$ cat config.mk
export PLATFORM = sky130hd
export DESIGN_NAME = fetch_unit
export DESIGN_NICKNAME = d
export VERILOG_FILES = /design/src/rtl/riscv_pkg.sv /design/src/rtl/fetch_queue.sv /design/src/rtl/fetch_unit.sv
export SDC_FILE = /design/constraint.sdc
export NUM_CORES = 1
export LEC_CHECK = 0
export CAP_MARGIN = 20
export CORE_UTILIZATION = 50
export CTS_CLUSTER_DIAMETER = 50
export DETAILED_ROUTE_END_ITERATION = 16
export DONT_BUFFER_PORTS = 1
export SYNTH_ARGS = -nofsm -noshare
export SYNTH_HDL_FRONTEND = slang
export SYNTH_SLANG_ARGS = --single-unit
$ cat constraint.sdc
create_clock -name clk -period 2.5 [get_ports clk]
set_input_delay 0.25 -clock clk [delete_from_list [all_inputs] [get_ports clk]]
set_output_delay 0.25 -clock clk [all_outputs]
set_load 0.05 [all_outputs]
$ cat src/rtl/riscv_pkg.sv
// riscv_pkg: shared fetch-path constants and the {pc, instr} queue entry type
package riscv_pkg;
  localparam int XLEN = 32;
  localparam int INSTR_W = 32;
  localparam logic [XLEN-1:0] PC_STEP = 32'd4;
  localparam logic [INSTR_W-1:0] NOP_INSTR = 32'h0000_0013;
  typedef struct packed {
    logic [31:0] pc;
    logic [31:0] instr;
  } fetch_entry_t;
endpackage

$ cat src/rtl/fetch_queue.sv
// fetch_queue: power-of-two FIFO of fetch entries with single-cycle flush
module fetch_queue import riscv_pkg::*; #(
  parameter int QUEUE_DEPTH = 2
) (
  input  logic         clk,
  input  logic         rst_n,
  input  logic         push,
  input  logic         pop,
  input  logic         flush,
  input  fetch_entry_t wdata,
  output logic         full,
  output logic         empty,
  output fetch_entry_t head
);
  localparam int PW = $clog2(QUEUE_DEPTH);
  logic [PW-1:0] wp, rp;
  logic [PW:0] cnt;
  fetch_entry_t mem [QUEUE_DEPTH];
  always_ff @(posedge clk or negedge rst_n)
    if (!rst_n) begin
      wp <= '0;
      rp <= '0;
      cnt <= '0;
      for (int i = 0; i < QUEUE_DEPTH; i++) mem[i] <= '0;
    end else if (flush) begin
      wp <= '0;
      rp <= '0;
      cnt <= '0;
    end else begin
      if (push) begin
        mem[wp] <= wdata;
        wp <= wp + 1'b1;
      end
      if (pop) rp <= rp + 1'b1;
      cnt <= cnt + {{PW{1'b0}}, push} - {{PW{1'b0}}, pop};
    end
  assign full = cnt == (PW+1)'(QUEUE_DEPTH);
  assign empty = cnt == '0;
  assign head = mem[rp];
endmodule

$ cat src/rtl/fetch_unit.sv
// fetch_unit: PC + fetch queue to decode; FETCH_MISALIGN_TRAP_EN adds a sticky misaligned-redirect fault
module fetch_unit import riscv_pkg::*; #(
  parameter logic [31:0] RESET_VECTOR = 32'h0000_0000,
  parameter int QUEUE_DEPTH = 2
) (
  input  logic        clk,
  input  logic        rst_n,
  output logic [31:0] imem_addr,
  input  logic [31:0] imem_rdata,
  input  logic        redirect_valid,
  input  logic [31:0] redirect_pc,
  output logic        dec_valid,
  input  logic        dec_ready,
  output logic [31:0] dec_pc,
  output logic [31:0] dec_instr
`ifdef FETCH_MISALIGN_TRAP_EN
  ,
  output logic        fetch_fault
`endif
);
  logic [31:0] pc, target;
  logic push, pop, full, empty, fault;
  fetch_entry_t head;
`ifdef FETCH_MISALIGN_TRAP_EN
  always_ff @(posedge clk or negedge rst_n)
    if (!rst_n) fetch_fault <= 1'b0;
    else if (redirect_valid && |redirect_pc[1:0]) fetch_fault <= 1'b1;
  assign fault = fetch_fault;
  assign target = redirect_pc;
`else
  assign fault = 1'b0;
  assign target = redirect_pc & 32'hFFFF_FFFC;
`endif
  assign imem_addr = pc;
  assign dec_valid = !empty && !redirect_valid && !fault;
  assign pop = dec_valid && dec_ready;
  assign push = !redirect_valid && !fault && (!full || pop);
  assign dec_pc = head.pc;
  assign dec_instr = head.instr;
  always_ff @(posedge clk or negedge rst_n)
    if (!rst_n) pc <= RESET_VECTOR;
    else pc <= redirect_valid ? target : push ? pc + PC_STEP : pc;
  fetch_queue #(.QUEUE_DEPTH(QUEUE_DEPTH)) u_queue (
    .clk(clk),
    .rst_n(rst_n),
    .push(push),
    .pop(pop),
    .flush(redirect_valid),
    .wdata('{pc: pc, instr: imem_rdata}),
    .full(full),
    .empty(empty),
    .head(head)
  );
endmodule

==> run_results.csv <==
group,metric,value,unit
sta,fmax,0.459,GHz
cts,cts_resized,0,
detailed_routing,drt-vias-per-instance,5.75,
cts,ctsHoldBuffers,61,
sta,grt_setup_unrepaired,"false",
final_layout,diodes,0,
synthesis,synth_cells,579,
critical_path,required,2.83,ns
place,place_congestion,0.789,
power,max-vdd-ir-drop,0.578,mV
sta,worst_pin_slew,1.04,ns
cts,cts_tree,"done",
global_routing,grt-ovfl-total,0,
cts,post-cts-setup-buffer-count,0,
sta,report.final.hold_viol_count,158,
cts,cts_max_level,4,
cts,numCtsBuffers,17,
detailed_routing,drt_iter0_markers,167,
status,status,"complete, but fails checks",
critical_path,worstSetupPathType,"register to register",
power,p_leak,3.69,nW
cts,clk_pin_slew,0.06,ns
global_routing,grt_pass1_wl,25.6,mm
floorplan,initial_core_util,0.512,
sta,period_needed,2.18,ns
synthesis,ys_types,43,
final_layout,syn_to_final_growth,21.4,%
detailed_routing,vias,4932,
floorplan,dieArea,15300,um^2
synthesis,async_flop_share,1.00,
detailed_routing,route.detailed.drc,0,
synthesis,ys_seq_elements,158,
sta,setup_violations,0,
cts,clk-insertion-delay-late,0.42,ns
place,portBuffers,0,
global_routing,grt_util_met3,0.0549,
cts,clkSinkCount,158,
detailed_routing,first_pass_iters,4,
synthesis,yosys_warnings,0,
critical_path,start_kind,"register",
global_routing,first_global_vias,5042,
floorplan,fp.dieH,124,um
detailed_routing,wl,16.3,mm
detailed_routing,avgRoutedWirePerCell,19.0,um
critical_path,cp-end-kind,"register",
synthesis,synth_edf_count,0,
critical_path,crit_fanout,13,
sta,finalCritPeriodShare,0.871,
critical_path,crit_arrival,2.51,ns
worst_hold_path,hold_path_class,"input port to asynchronous set/reset pin",
sta,drv_slew,0,
detailed_routing,postRouteAntennaNets,0,
sta,setup_tns,0,ns
run,cap_violations,0,
synthesis,avgSynthCellArea,12.8,um^2
global_routing,grt_util_all_layers,0.219,
global_routing,use_met2,0.373,
floorplan,coreArea,14500,um^2
synthesis,synth_seq_area_share,0.533,
sta,worst_clock_skew,0.00579,ns
global_routing,grt_max_degree,159,
floorplan,dieWidth,124,um
floorplan,num_rows,44,
place,dpl.hpwl,10.3,mm
final_layout,drive_above_1_share,0.392,
sta,timing.hold.ws,-0.476,ns
cts,cts_buffer_depth,2,
cts,cts-root-buf,"clkbuf_16",
synthesis,ys.flop_type,"dfrtp_1",
sta,max-slew-margin-rel,0.302,
synthesis,syn_area,7410,um^2
floorplan,io_pins,165,
power,cellPowerDensity,1290,nW/um^2
global_routing,grtUsageMet1,0.266,
status,violations,"negative hold slack",
final_layout,nNetsFinal,732,
global_routing,grt_antenna_before_repair,0,
global_routing,grt_busiest_layer,"met2",
final_layout,fillers,1129,
## synth_stat cells (all sizes together), types with 7 or more instances
master / count / area share
nand2: 27 / 0.014
o31ai: 7 / 0.0071
buf: 22 / 0.018
or4: 12 / 0.013
mux2: 187 / 0.28
clkbuf: 18 / 0.0091
nand4: 10 / 0.0084
dfrtp: 158 / 0.53
nand3: 16 / 0.012
a31oi: 10 / 0.0084
xnor2: 7 / 0.0083
nor2: 20 / 0.010
inv: 9 / 0.0046
o21ai: 18 / 0.012
## per-stage QoR
stage                     power (W)  setup slack (ns)   util  cells  cell area, um^2
after floorplan             0.00834            0.0557      -    582             7430
after global placement      0.00887             0.377  0.539    765             7810
after detailed placement    0.00902             0.354  0.539    765             7810
after global routing         0.0121             0.177  0.622    858             9000
final                        0.0116             0.322  0.622    858             9000
after CTS                    0.0117             0.338  0.622    858             9000
## final cells by class
type	instances	area, um^2	area share
clock buffers	22	474	0.0527
flip-flops and latches	158	3960	0.439
inverters	9	33.8	0.00375
clock inverters	10	113	0.0125
repair buffers	100	953	0.106
well taps	184	230	0.0256
multi-input cells	375	3240	0.360
## worst max-delay path, stage by stage (launching register included)
cell and delay [ns]:
dfrtp_1 0.44, or3b_2 0.39, nand4_1 0.43, or4_1 0.62, a31oi_1 0.19
## path summary, 6_finish.rpt
check	startpoint	endpoint	slack (ns)	cells past startpoint
worst max-delay path	u_queue.cnt[1]	imem_addr[27]	0.32	4
worst min-delay path	rst_n	u_queue.mem[67]	-0.48	0
worst max register to register	u_queue.cnt[1]	imem_addr[27]	0.32	4
worst min register to register	u_queue.mem[6]	u_queue.mem[6]	0.50	1
max in group asynchronous	rst_n	u_queue.rp	2.72	0
min in group clk	redirect_pc[30]	imem_addr[30]	0.01	2
## registers in the layout, summed over array words and instances (netlist names)
signal / count
imem_addr: 30
u_queue.cnt: 2
u_queue.mem: 124
u_queue.rp: 1
u_queue.wp: 1
## report_power, final
group	switching, W	total, W	internal [W]	leakage [nW]
clock network	0.00101	0.00256	0.00154	0.286
registers	0.000512	0.00405	0.00354	1.85
logic	0.00334	0.00500	0.00165	1.55
total	0.00487	0.0116	0.00673	3.69
## kinds of logic (layout without fill, tap and decap cells)
| logic type | count (synthesis) | in the layout | share of synthesized area |
|---|---|---|---|
| mux | 189 | 189 | 0.287 |
| other cells | 1 | 4 | 0.000506 |
| compound gates | 56 | 56 | 0.0489 |
| fa+ha+maj | 3 | 3 | 0.00506 |
| buf+inv | 49 | 141 | 0.0316 |
| xor+xnor | 10 | 10 | 0.0118 |
| flops | 158 | 158 | 0.533 |
| simple gates | 113 | 113 | 0.0822 |
## cells in the final DEF (no fill, tap or decap), types with 3 or more instances in the layout
cell,Yosys,routed
a2111oi_0,3,3
a21oi_1,5,5
a31oi_1,10,10
and3_1,4,3
and4_1,3,3
buf_12,0,4
buf_4,4,35
clkbuf_16,0,17
clkbuf_8,0,3
clkinv_2,0,4
conb_1,1,4
dfrtp_1,158,157
dlygate4sd3_1,0,61
ha_1,3,3
inv_1,8,8
mux2_2,187,187
nand2_1,27,27
nand3_1,14,14
nand4_1,10,10
nor2_1,20,20
nor2b_1,6,6
nor4_1,4,4
o211ai_1,4,4
o21ai_0,18,18
o31ai_1,7,7
or3_1,3,3
or4_1,11,11
xnor2_1,7,7
xor2_1,3,3
## metal layers
layer,vias up,wire (um)
met3,19,925
met5,-,0
met2,128,8150
met4,0,260
met1,2524,6990
li1,2261,-
(Power assumes the default switching activity.)
